### config.mk
export PLATFORM = sky130hd
export DESIGN_NAME = d5m_frame_gen
export DESIGN_NICKNAME = d
export VERILOG_FILES = /design/src/rtl/d5m_frame_gen.sv
export SDC_FILE = /design/constraint.sdc
export NUM_CORES = 1
export LEC_CHECK = 0
export CORE_MARGIN = 5
export CORE_UTILIZATION = 53
export CTS_CLUSTER_SIZE = 14
export DETAILED_ROUTE_END_ITERATION = 8
export DONT_BUFFER_PORTS = 1
export PLACE_DENSITY = 0.8
export SYNTH_ARGS = -nofsm -noshare
export SYNTH_HDL_FRONTEND = slang
export SYNTH_SLANG_ARGS = --single-unit
### constraint.sdc
create_clock -name clk -period 4.1 [get_ports clk]
set_input_delay 0.41 -clock clk [delete_from_list [all_inputs] [get_ports clk]]
set_output_delay 0.41 -clock clk [all_outputs]
set_load 0.02 [all_outputs]
### src/rtl/d5m_frame_gen.sv
// D5M-style pixel-stream source: FVAL/LVAL/12-bit data with programmable geometry and test patterns.
// Optional macro D5M_GEN_LFSR_EN turns mode 3 into a 12-bit LFSR pattern (otherwise a constant 12'h800).
module d5m_frame_gen #(
    parameter int PIX_DIV  = 1,
    parameter int H_ACTIVE = 640,
    parameter int V_ACTIVE = 480,
    parameter int H_BLANK  = 16,
    parameter int V_BLANK  = 32
) (
    input  logic        clk,
    input  logic        rst,
    input  logic        enable,
    input  logic        trigger,
    input  logic        continuous,
    input  logic [1:0]  mode,
    output logic        pix_stb,
    output logic        d5m_fval,
    output logic        d5m_lval,
    output logic [11:0] d5m_d,
    output logic        busy,
    output logic        frame_done,
    output logic [15:0] frame_cnt
);

    localparam int          DIV_W      = (PIX_DIV > 1) ? $clog2(PIX_DIV) : 1;
    localparam logic [DIV_W-1:0] DIV_LAST = DIV_W'(PIX_DIV - 1);
    localparam logic [15:0] HA_LAST    = 16'(H_ACTIVE - 1);
    localparam logic [15:0] HB_LAST    = 16'(H_BLANK - 1);
    localparam logic [15:0] VB_LAST    = 16'(V_BLANK - 1);
    localparam logic [15:0] V_LINES    = 16'(V_ACTIVE);
    localparam logic [11:0] LFSR_SEED  = 12'hACE;

    typedef enum logic [2:0] {
        S_IDLE,
        S_FPRE,
        S_LINE,
        S_HB,
        S_VB
    } state_t;

    state_t            state_q, state_d;
    logic [DIV_W-1:0]  div_q, div_d;
    logic [15:0]       cnt_q, cnt_d;
    logic [15:0]       col_q, col_d;
    logic [15:0]       row_q, row_d;
    logic [1:0]        mode_q, mode_d;
    logic              pend_q, pend_d;
    logic [15:0]       fcnt_q, fcnt_d;
    logic              done_d;
    logic              start;
    logic              stb;
    logic [11:0]       pix_d;

    logic              pix_stb_q, fval_q, lval_q, busy_q, done_q;
    logic [11:0]       d_q;

    assign stb   = (div_q == DIV_LAST);
    assign div_d = stb ? '0 : div_q + 1'b1;

    // NOTE: every variable gets a default at the top so no path leaves it unassigned (no latches).
    always_comb begin
        state_d = state_q;
        cnt_d   = cnt_q;
        col_d   = col_q;
        row_d   = row_q;
        mode_d  = mode_q;
        pend_d  = pend_q;
        fcnt_d  = fcnt_q;
        done_d  = 1'b0;
        start   = 1'b0;

        if (trigger && enable && (state_q == S_IDLE)) begin
            pend_d = 1'b1;
        end

        if (stb) begin
            unique case (state_q)
                S_IDLE: begin
                    if (pend_q || (continuous && enable)) start = 1'b1;
                end
                S_FPRE: begin
                    if (cnt_q == HB_LAST) begin
                        state_d = S_LINE;
                        cnt_d   = '0;
                    end else begin
                        cnt_d = cnt_q + 16'd1;
                    end
                end
                S_LINE: begin
                    if (col_q == HA_LAST) begin
                        state_d = S_HB;
                        row_d   = row_q + 16'd1;
                        col_d   = '0;
                        cnt_d   = '0;
                    end else begin
                        col_d = col_q + 16'd1;
                    end
                end
                S_HB: begin
                    if (cnt_q == HB_LAST) begin
                        cnt_d   = '0;
                        state_d = (row_q < V_LINES) ? S_LINE : S_VB;
                    end else begin
                        cnt_d = cnt_q + 16'd1;
                    end
                end
                S_VB: begin
                    if (cnt_q == VB_LAST) begin
                        if (continuous && enable) start = 1'b1;
                        else                      state_d = S_IDLE;
                    end else begin
                        cnt_d = cnt_q + 16'd1;
                    end
                end
                default: state_d = S_IDLE;
            endcase

            // Consuming the request wins over a trigger arriving on the same cycle.
            if (start) begin
                state_d = S_FPRE;
                pend_d  = 1'b0;
                mode_d  = mode;
                row_d   = '0;
                col_d   = '0;
                cnt_d   = '0;
            end

            // frame_done is flagged as the last V_BLANK strobe goes out, not after it.
            if ((state_d == S_VB) && (cnt_d == VB_LAST)) begin
                done_d = 1'b1;
                fcnt_d = fcnt_q + 16'd1;
            end
        end
    end

`ifdef D5M_GEN_LFSR_EN
    logic [11:0] lfsr_q, lfsr_d;

    always_comb begin
        lfsr_d = lfsr_q;
        if (start) begin
            lfsr_d = LFSR_SEED;
        end else if (stb && (state_d == S_LINE)) begin
            lfsr_d = {lfsr_q[10:0], lfsr_q[11] ^ lfsr_q[10] ^ lfsr_q[9] ^ lfsr_q[3]};
        end
    end

    always_ff @(posedge clk or posedge rst) begin
        if (rst) lfsr_q <= '0;
        else     lfsr_q <= lfsr_d;
    end
`endif

    // Data is derived from next-state values so it registers in step with LVAL.
    always_comb begin
        pix_d = 12'h000;
        if (state_d == S_LINE) begin
            unique case (mode_d)
                2'd0: pix_d = col_d[11:0];
                2'd1: pix_d = row_d[11:0];
                2'd2: pix_d = (col_d[3] ^ row_d[3]) ? 12'hFFF : 12'h000;
`ifdef D5M_GEN_LFSR_EN
                2'd3: pix_d = lfsr_d;
`else
                2'd3: pix_d = 12'h800;
`endif
                default: pix_d = 12'h000;
            endcase
        end
    end

    // NOTE: sequential state uses non-blocking assignments so all registers update from pre-edge values.
    always_ff @(posedge clk or posedge rst) begin
        if (rst) begin
            div_q     <= '0;
            state_q   <= S_IDLE;
            cnt_q     <= '0;
            col_q     <= '0;
            row_q     <= '0;
            mode_q    <= '0;
            pend_q    <= 1'b0;
            fcnt_q    <= '0;
            pix_stb_q <= 1'b0;
            fval_q    <= 1'b0;
            lval_q    <= 1'b0;
            d_q       <= '0;
            busy_q    <= 1'b0;
            done_q    <= 1'b0;
        end else begin
            div_q     <= div_d;
            state_q   <= state_d;
            cnt_q     <= cnt_d;
            col_q     <= col_d;
            row_q     <= row_d;
            mode_q    <= mode_d;
            pend_q    <= pend_d;
            fcnt_q    <= fcnt_d;
            pix_stb_q <= stb;
            fval_q    <= (state_d == S_FPRE) || (state_d == S_LINE) || (state_d == S_HB);
            lval_q    <= (state_d == S_LINE);
            d_q       <= pix_d;
            busy_q    <= (state_d != S_IDLE);
            done_q    <= done_d;
        end
    end

    assign pix_stb    = pix_stb_q;
    assign d5m_fval   = fval_q;
    assign d5m_lval   = lval_q;
    assign d5m_d      = d_q;
    assign busy       = busy_q;
    assign frame_done = done_q;
    assign frame_cnt  = fcnt_q;

endmodule
==> summary.md <==
| Metric | Value |
|---|---|
| Syn Nets | `479` |
| Main flop type after synthesis | `dfrtp_1` |
| Crit path from | `col_q[0]$_DFF_PP0_` |
| Yosys top cell area share | `0.485` |
| Synth area leader | `dfrtp_1` |
| Status | `complete, no violations` |
| Placed cell count | `~570` |
| Yosys warns | `0` |
| Endpoints failing hold | `0` |
| Synthesis-to-layout area growth | `7.06%` |
| CTS tree | `built` |
| Mapped Cells | `468` |
| Max Freq | `0.257 GHz` |
| Critical Path AT | `approximately 4100 ps` |
| DR vias/cell | `~5.9` |
| TritonCTS buffer count | `9` |
| Routed wire length | `9.62 mm` |
| Initial antenna violation count | `0` |
| Clock root buffer | `clkbuf_8` |
| Clock sinks | `87` |
| Final worst slack | `206 ps` |
| DP Worst Slack | `236 ps` |
| DRC viols | `0` |
| Met3 Resource Use GR | `0.0410` |
| NumNets Final | `483` |
| R2R depth | `10` |
| Post-synth EDFFs | `0` |
| First-pass GRT wire length | `16.3 mm` |
| Top post-synthesis cells by area | `dfrtp_1, nor2_1, nand2_1` |
| Skew final | `11.0 ps` |
| Max Cap Viol | `0` |
| Total grt overflow | `0` |
| Final Cell Area | `0.00480 mm2` |
| Worst-Margin Slew | `865 ps` |
| Crit-path max FO | `17` |
| Initial core utilization | `0.546` |
| DR vias | `3,436` |
| Post-DP Area | `0.00462 mm2` |
| Hold WC Path Type | `input pin to async pin` |
| Pins over their slew limit | `0` |
| Synth Cell Area | `0.00449 mm2` |
| VDD IR max | `~0.29 mV` |
| Final worst path period share | `0.950` |
| # diodes | `0` |
| Post_cts resized | `0` |
| Synth cell types | `61` |
| Min cycle time layout | `3890 ps` |
| Met2 Usage GRT | `0.282` |
| Async SR Flop Fraction | `1.00` |
| H-tree depth | `3` |
| Reg-to-Reg End | `frame_cnt[1]$_DFFE_PP0P_` |
| Fraction of layout cells with a size suffix above 1 | `0.111` |
| Tot GR Track Use | `0.200` |
| Ports | `40` |
| Worst EP required | `approximately 4300 ps` |
| RSZ-0062 raised after global routing | `false` |
| Crit Path Category | `flop to flop` |
| DPL Wire Length | `6.93 mm` |
| Average size of a mapped cell | `9.59 um2` |
| FF-to-FF setup slack | `210 ps` |
| Post-layout util | `0.585` |
| Tot Pwr | `2.35 mW` |
| Largest net degree at the start of global routing | `53` |
| Pwr Density | `489 mW/mm2` |
| Clk buf depth | `2` |
| Non-filler cells in the finished layout | `581` |
| Crit path launch type | `flop` |
| Register area share after synthesis | `0.485` |
| Hold buffers post-CTS | `0` |
| Post-route ant nets | `0` |
| GR Util met1 | `0.300` |
| Die H | `102 um` |
| CP Capture Point | `frame_cnt[1]$_DFFE_PP0P_` |
| FF+latch count, synth | `87` |
| # rows | `33` |
| Slew headroom | `0.423` |
| Post-CTS Setup Inserts | `0` |
| Core area | `between 0.008 and 0.009 mm2` |
| First-pass DRT Iterations | `5` |
| Leak pwr | `2.20 nW` |
| Fin Setup TNS | `0 ps` |
| Worst hold margin | `78.5 ps` |
| Worst setup EP type | `flop` |
| Die area | `0.0104 mm2` |
| Vias in the first global route | `3,317` |
| Final setup viols | `0` |
| Worst-path clk slew | `90 ps` |
| FF-to-FF Start | `col_q[0]$_DFF_PP0_` |
| Initial DRC count | `262` |
| Number of I/O port buffers | `0` |
| GP Congestion | `0.939` |
| Most used routing layer | `met1` |
| Die width | `between 100 and 150 um` |
| Routed len/inst | `16.6 um` |
| Latest clock arrival within the worst-skew pair | `between 300 and 400 ps` |
==> registers in the layout, indices dropped and copies added, names as in the netlist <==
register	flops
d5m_lval	1
row_q	16
d5m_fval	1
cnt_q	16
pend_q	1
d5m_d	12
col_q	16
state_q	3
frame_cnt	16
pix_stb	1
busy	1
frame_done	1
mode_q	2
==> final cells by class <==
| type | instances | area (um2) |
|---|---|---|
| clock inverters | 6 | 61.3 |
| clock buffers | 9 | 124 |
| multi-input cells | 357 | 2210 |
| flip-flops and latches | 87 | 2180 |
| fillers | 684 | 3410 |
| well taps | 105 | 131 |
| repair buffers | 9 | 67.6 |
| inverters | 8 | 31.3 |
==> power by group <==
group	switching, mW	total, mW	internal [mW]
clock	0.307	0.584	0.277
combinational	0.430	0.676	0.246
sequential	0.129	1.09	0.958
total	0.866	2.35	1.48
==> layer usage <==
metal / share of wire / vias up / wire length, um
met5: 0 / - / 0
met4: 0.019 / 0 / 185
met3: 0.059 / 14 / 572
met2: 0.45 / 88 / 4350
met1: 0.47 / 1668 / 4510
li1: - / 1666 / -
==> kinds of logic after synthesis <==
family | Yosys count | share of synthesized area
AO/OA/AOI/OAI | 75 | 0.113
XOR/XNOR | 41 | 0.0817
adder cells (fa/ha/maj) | 4 | 0.0112
buffers and inverters | 24 | 0.0220
flip-flops | 87 | 0.485
multiplexers | 11 | 0.0259
other | 1 | 0.000836
AND/OR/NAND/NOR | 225 | 0.260
==> critical path, cell delays in order, from the launching register on <==
cell     delay (ps)
dfrtp_1         420
ha_1            270
or4b_1          440
or4_4           460
a21oi_2         290
nand2_1         170
a211o_1         360
or4_4           540
nor4_4          210
buf_4           260
mux2_2          350
==> how the worst min path moves through the flow <==
stage | from | end | slack [ps] | depth (start not counted)
final | rst | d5m_d[8]$_DFF_PP0_ | 80 | 1
after global routing | rst | row_q[1]$_DFF_PP0_ | 170 | 1
after CTS | rst | d5m_d[8]$_DFF_PP0_ | 110 | 1
after detailed placement | pend_q$_DFF_PP0_ | pend_q$_DFF_PP0_ | 490 | 2
after global placement | pend_q$_DFF_PP0_ | pend_q$_DFF_PP0_ | 480 | 2
after floorplan | col_q[15]$_DFFE_PP0P_ | col_q[15]$_DFFE_PP0P_ | 460 | 1
==> cell usage in the layout, fill, tap and decap left out, drive strengths merged, types with 5 or more instances in the layout <==
cell type	instances
buf	9
nor2b	5
dfrtp	87
o22ai	5
nor2	67
xnor2	18
nor4	5
o21ai	11
clkbuf	9
mux2	5
nand2	57
inv	7
or4	7
and3	14
a31oi	5
nand4	14
mux2i	6
xor2	23
nand3	26
nor3	8
a21oi	23
clkinv	5
==> Yosys cell counts (6+ instances only) <==
cell type	number
mux2i_1	6
xor2_1	23
dfrtp_1	87
o21ai_0	10
xnor2_1	17
inv_1	7
a21oi_1	21
nor3_1	8
and3_1	14
nand2_1	57
nand3_1	22
nor2_1	67
clkbuf_1	11
nand4_1	14
(Power assumes the default switching activity.)
